<file path="src/rtl/spec_stage_pkg.sv">
// Shared types for the registered stage that sits downstream of the spec inverter.
package spec_stage_pkg;

  localparam int WORD_W = 128;

  typedef logic [127:0] word_t;

  typedef enum logic [1:0] {
    EMPTY = 2'd0,
    ONE   = 2'd1,
    TWO   = 2'd2
  } skid_state_t;

endpackage : spec_stage_pkg

</file>
<file path="src/rtl/spec_skid_stage.sv">
// Two-entry skid buffer behind the spec inverter. It presents the words in order,
// together with their even parity and a wrapping count of output handshakes.
//
// state | meaning
// ------+------------------------------------------------------------
// EMPTY | nothing buffered; in_ready=1, out_valid=0
// ONE   | main holds the oldest word; in_ready=1, out_valid=1
// TWO   | main and skid both full; in_ready=0, out_valid=1
module spec_skid_stage
  import spec_stage_pkg::*;
#(
  parameter int WIDTH = WORD_W,
  parameter int CNT_W = 16
) (
  input  logic             clk,
  input  logic             rst,
  input  logic             in_valid,
  output logic             in_ready,
  input  logic [WIDTH-1:0] in_data,
  output logic             out_valid,
  input  logic             out_ready,
  output logic [WIDTH-1:0] out_data,
  output logic             out_parity,
  output logic [CNT_W-1:0] xfer_count
);

  skid_state_t      state_q, state_nxt;
  logic [WIDTH-1:0] main_q, main_nxt;
  logic [WIDTH-1:0] skid_q, skid_nxt;
  logic             in_ready_q;
  logic [CNT_W-1:0] xfer_q;
  logic             push, pop;

  // Handshakes. in_ready comes from a flop, so push never depends on out_ready.
  always_comb begin
    push = in_valid && in_ready_q;
    pop  = (state_q != EMPTY) && out_ready;
  end

  // Next-state and next-data decode.
  always_comb begin
    state_nxt = state_q;
    main_nxt  = main_q;
    skid_nxt  = skid_q;
    case (state_q)
      EMPTY: begin
        if (push) begin
          state_nxt = ONE;
          main_nxt  = in_data;
        end
      end
      ONE: begin
        if (push && pop) begin
          main_nxt = in_data;
        end else if (push) begin
          state_nxt = TWO;
          skid_nxt  = in_data;
        end else if (pop) begin
          state_nxt = EMPTY;
        end
      end
      TWO: begin
        // in_ready is low here, so only a pop can move the buffer.
        if (pop) begin
          state_nxt = ONE;
          main_nxt  = skid_q;
        end
      end
      default: begin
        state_nxt = EMPTY;
      end
    endcase
  end

  // State, storage and ready flop. Reset discards the buffered words immediately.
  always_ff @(posedge clk or posedge rst) begin
    if (rst) begin
      state_q    <= EMPTY;
      main_q     <= '0;
      skid_q     <= '0;
      in_ready_q <= 1'b1;
    end else begin
      state_q    <= state_nxt;
      main_q     <= main_nxt;
      skid_q     <= skid_nxt;
      in_ready_q <= (state_nxt != TWO);
    end
  end

  // Output handshake counter, wrapping modulo 2^CNT_W.
  always_ff @(posedge clk or posedge rst) begin
    if (rst) begin
      xfer_q <= '0;
    end else if (pop) begin
      xfer_q <= xfer_q + CNT_W'(1);
    end
  end

  // Outputs come straight from the registers; parity is the XOR of main.
  always_comb begin
    in_ready   = in_ready_q;
    out_valid  = (state_q != EMPTY);
    out_data   = main_q;
    out_parity = ^main_q;
    xfer_count = xfer_q;
  end

endmodule : spec_skid_stage

</file>
<file path="config.mk">
export PLATFORM = sky130hd
export DESIGN_NAME = spec_skid_stage
export DESIGN_NICKNAME = d
export VERILOG_FILES = /design/src/rtl/spec_stage_pkg.sv /design/src/rtl/spec_skid_stage.sv
export SDC_FILE = /design/constraint.sdc
export NUM_CORES = 1
export LEC_CHECK = 0
export CAP_MARGIN = 40
export CORE_ASPECT_RATIO = 0.8
export CORE_MARGIN = 2
export CORE_UTILIZATION = 51
export CTS_BUF_LIST = sky130_fd_sc_hd__clkbuf_16
export DETAILED_ROUTE_END_ITERATION = 16
export GPL_ROUTABILITY_DRIVEN = 0
export GPL_TIMING_DRIVEN = 0
export PLACE_DENSITY = 0.84
export SLEW_MARGIN = 0
export SYNTH_ARGS = -nofsm -noshare
export SYNTH_HDL_FRONTEND = slang
export SYNTH_SLANG_ARGS = --single-unit
</file>
<file path="constraint.sdc">
create_clock -name clk -period 11.85 [get_ports clk]
set_clock_uncertainty 0.15 [all_clocks]
set_input_delay 2.37 -clock clk [delete_from_list [all_inputs] [get_ports clk]]
set_output_delay 2.37 -clock clk [all_outputs]
set_load 0.01 [all_outputs]
</file>
==> After elaboration in Yosys (flattened, before gate mapping) <==
Index checks and enable logic that the tools add are counted.
{ "word_totals": {"ff_bits": 275, "input_bits": 132, "out_inout_bits": 147, "wordCells": 32} }
{ "op_classes": {"addsub": 1, "eq_ne": 6, "n_reduce_logical": 9, "bitwise_logic": 1, "n_mux": 10} }
{ "ops": {"columns": ["op", "count"], "rows": [
  ["128-bit two-way mux", 3],
  ["128-bit case mux with 3 select lines", 1],
  ["128-bit parity", 1],
  ["16-bit by 1-bit adder with 16-bit output (second input constant)", 1],
  ["2-bit two-way mux", 5],
  ["2-bit != test (second input constant)", 4],
  ["2-bit case mux with 3 select lines", 1],
  ["4-bit AND reduction", 1],
  ["1-bit logical AND", 3],
  ["3-bit AND reduction", 1],
  ["3-bit nonzero test", 1],
  ["2-bit by 1-bit equality test with 1-bit output (second input constant)", 1],
  ["2-bit equality test (second input constant)", 1],
  ["2-bit zero test", 1],
  ["2-bit nonzero test", 1],
  ["1-bit NOT", 1]
]} }

==> Depth between registers and ports, before layout <==
{ "depth": {"depth_word": 7, "depth_mapped": 9, "ltp_nobuf": 7} }

==> Worst setup path before layout <==
Ideal clock, no wire load.
{ "synth_timing": {"path_kind": "register -> output", "from": "register main_q[48] (netlist: out_data[48])", "to": "output port out_parity", "n_path_buf": 0, "arrival_time_ns": 1.571, "path_slack_ns": 7.759, "required_time_ns": 9.330, "stages_incl_launch_ff": 8, "path_cell_list": "dfrtp_1 -> xor2_1 -> xnor2_1 -> xnor2_1 -> xnor2_1 -> xnor2_1 -> xnor2_1 -> xnor2_1"} }
{ "synth_between": {"elab_chain_len": 1} }
{ "synth_lines": {"columns": ["item", "line_no", "source"], "rows": [
  ["from (decl)", "spec_skid_stage.sv:28", "logic [WIDTH-1:0] main_q, main_nxt;"],
  ["from (signal assigned)", "spec_skid_stage.sv:84", "main_q <= main_nxt;"],
  ["128-bit parity", "spec_skid_stage.sv:104", "out_parity = ^main_q;"],
  ["to (decl)", "spec_skid_stage.sv:23", "output logic out_parity,"]
]} }
Every way passes these cells.

==> Worst setup path in the final report <==
Same ends and word-level chain as after synthesis.

==> results.cfg <==
[finish]
register_area_um2 = 6880
layout-drive-gt1-share_pct = 13.9
n_fill_cell = 1690
area_delta_synth_final_pct = 33.4
nets = 1614
layout_commonest_cell = clkdlybuf4s50_1
finish.utilization_pct = 70.0
final_cell_mix = clkdlybuf4s50_1, dfrtp_1, nand2_1, nor2_1, mux2_2
fin_cells = 1812
multi_input_area_um2 = 5170

[clocking]
post_cts_resized = 0
cts_buffers = 29
clock_latency_ns = 0.53
postCtsSetupBuffers = 0
cts_sinks = 275
h-tree-depth = 1
hold_buffers = 0
clkSlewWorstSetupHoldPaths_ns = 0.06
cts_tree = done
cts_buffer_depth = 3
cts_root_buf = clkbuf_16

[floorplan]
core-area_um2 = 23600
die_y_um = 143
die_width_um = 178
die-area_um2 = 25500
rows = 50
ioPinCount = 279
initial_utilization_pct = 52.5

[job]
max_cap_violations = 0

[logic_synthesis]
synthMuxAreaShare_pct = 11.8
syn_nets = 1303
synthAdderAreaFrac_pct = 0.101
postSynthAreaPerCell_um2 = 10.6
ys_warn_count = 0
synth_top_cell_area_share_pct = 55.4
ys_seq_area_share_pct = 55.6
synth.area.top_cells = dfrtp_1, mux2_2, xnor2_1, nand2_1, a31oi_1
synth-seq-cells = 275
synth_cell_types = 31
syn_area_um2 = 12400
synth_compound_area_share_pct = 6.72
synth_cells = 1170
synth_top_area_cell = dfrtp_1
synth-simple-area-share_pct = 13.1
synth_top_family_by_area = simple AND/OR/NAND/NOR gates
synth_xor_area_share_pct = 10.1

[global_route]
grt_pass1_wl_mm = 55.4
grt_max_degree = 119
grt_pass1_vias = 10221
grt_antenna_before_repair = 2
overflow = 0
grt.total_usage_pct = 28.0

[setup_path]
r2r-end = out_data[72]
worst_ep_arrival_time_ns = 3.24
cp_slowest_stage_delay_ns = 0.61
crit_start = out_data[48]
r2r_setup_slack_ns = 9.36
slowest_stage = clkdlybuf4s50_1
path_cells = xor2_1 > xnor2_1 > xnor2_1 > xnor2_1 > xnor2_1 > xnor2_1 > xnor2_1 > clkdlybuf4s50_1
regToRegStartpoint = state_q[0]
start_kind = register
cpMostUsedCell = xnor2_1
r2r_cells = 6
crit_path_end_kind = primary output
crit_path_end = out_parity
cp_max_fo = 3
worstPathRequired_ns = 9.33
crit_type = reg -> out

[drt]
drt_wl_total_mm = 35.9
drt_iter0_drc = 685
detail-route-antenna-nets = 0
dr.pass1.iters = 5
route.vias.total = 10163
via_per_inst = 5.61
drc = 0
post_drt_wl_per_cell_um = 19.8

[sta]
fmax_mhz = 174
maxSlewViolCount = 0
fin_crit_ns = 5.76
grt_setup_unrepaired = no
setup_viol_count_final = 0
post-route-period-util_pct = 48.6
relSlewSlack_pct = 44.4
worst_slew_pin_slew_ns = 0.834
finalHoldViolCount = 0

[power_and_ir_drop]
powerDensity_nw_per_um2 = 374
peakVddDrop_mv = 0.782
leakage_uw = 0.00685

[place]
port_buffers = 278
dpl.hpwl_mm = 25.7
dp.cells = 1762

[outcome]
status = finished clean

[worst_hold_path]
hp-class = reg -> reg
## layout make-up
| class | instances | area share [%] |
|---|---|---|
| inverters | 2 | 0.0910 |
| plain buffers | 72 | 1.90 |
| diodes | 1 | 0.0152 |
| well taps | 312 | 2.37 |
| clock buffers | 29 | 4.40 |
| clock inverters | 20 | 1.02 |
| flip-flops and latches | 275 | 41.7 |
| repair buffers | 280 | 17.2 |
| multi-input cells | 821 | 31.3 |
## registers in the layout, indices dropped and copies added, names as in the netlist
name / count
out_data: 128
skid_q: 128
xfer_count: 16
state_q: 2
in_ready: 1
## worst max-delay path, delay by kind of cell (launching register included)
family,cells,cell delay [ns]
flip-flops,1,0.43
XOR/XNOR,7,1.66
buffers and inverters,1,0.61
## worst min-delay path by stage
stage	startpoint	to	depth (start not counted)	slack, ns
4_1_cts	xfer_count[15]	xfer_count[15]	1	0.32
5_1_grt	xfer_count[15]	xfer_count[15]	1	0.35
6_report	xfer_count[15]	xfer_count[15]	1	0.32
3_3_place_gp	xfer_count[15]	xfer_count[15]	1	0.31
3_5_place_dp	xfer_count[15]	xfer_count[15]	1	0.31
2_1_floorplan	skid_q[79]	skid_q[79]	1	0.33
## routing by layer
metal / GRT usage [%] / wire length [um] / up-vias
met5: 0 / 13 / -
met1: 38.6 / 15000 / 5032
met4: 8.80 / 1260 / 2
li1: - / - / 4548
met2: 45.0 / 16600 / 487
met3: 5.29 / 3010 / 94
## cell usage after synthesis, drive strengths merged
| cell type | count |
|---|---|
| nand2b | 1 |
| clkbuf | 36 |
| and4 | 1 |
| mux2 | 129 |
| dfrtp | 274 |
| o22ai | 1 |
| and3 | 2 |
| nand4b | 1 |
| nand3 | 3 |
| nand3b | 1 |
| inv | 2 |
| nor2 | 133 |
| o31ai | 1 |
| a21oi | 1 |
| mux2i | 1 |
| a21o | 1 |
| or2 | 1 |
| xor2 | 19 |
| a31oi | 128 |
| dfstp | 1 |
| buf | 36 |
| and2 | 2 |
| ha | 1 |
| nand4 | 6 |
| nand2 | 263 |
| nor2b | 2 |
| xnor2 | 123 |
## report_power, final
| group | total (uW) | switching, uW | internal [uW] |
|---|---|---|---|
| sequential | 1770 | 384 | 1390 |
| clock | 876 | 371 | 505 |
| combinational | 3530 | 1660 | 1870 |
| total | 6170 | 2410 | 3760 |
## kinds of logic (layout without fill, tap and decap cells)
group | Yosys count | count (layout)
compound gates | 132 | 132
buf+inv | 74 | 403
fa+ha+maj | 1 | 1
mux | 130 | 130
xor+xnor | 142 | 142
flops | 275 | 275
other cells | 0 | 1
simple gates | 416 | 416
## through the flow
stage                     setup TNS, ns  instance area [um^2]  setup WS, ns  total power, uW  hold slack (ns)
after global placement          -426.08                 15500         -1.58             5210            0.307
after CTS                             0                 16500          6.04             6200            0.317
after floorplan                       0                 12400          1.75             3920            0.331
final                                 0                 16500          6.09             6170            0.315
after global routing                  0                 16500          5.87             6550            0.348
after detailed placement              0                 15600          6.62             5310            0.308
Power figures use the tool's default switching activity.
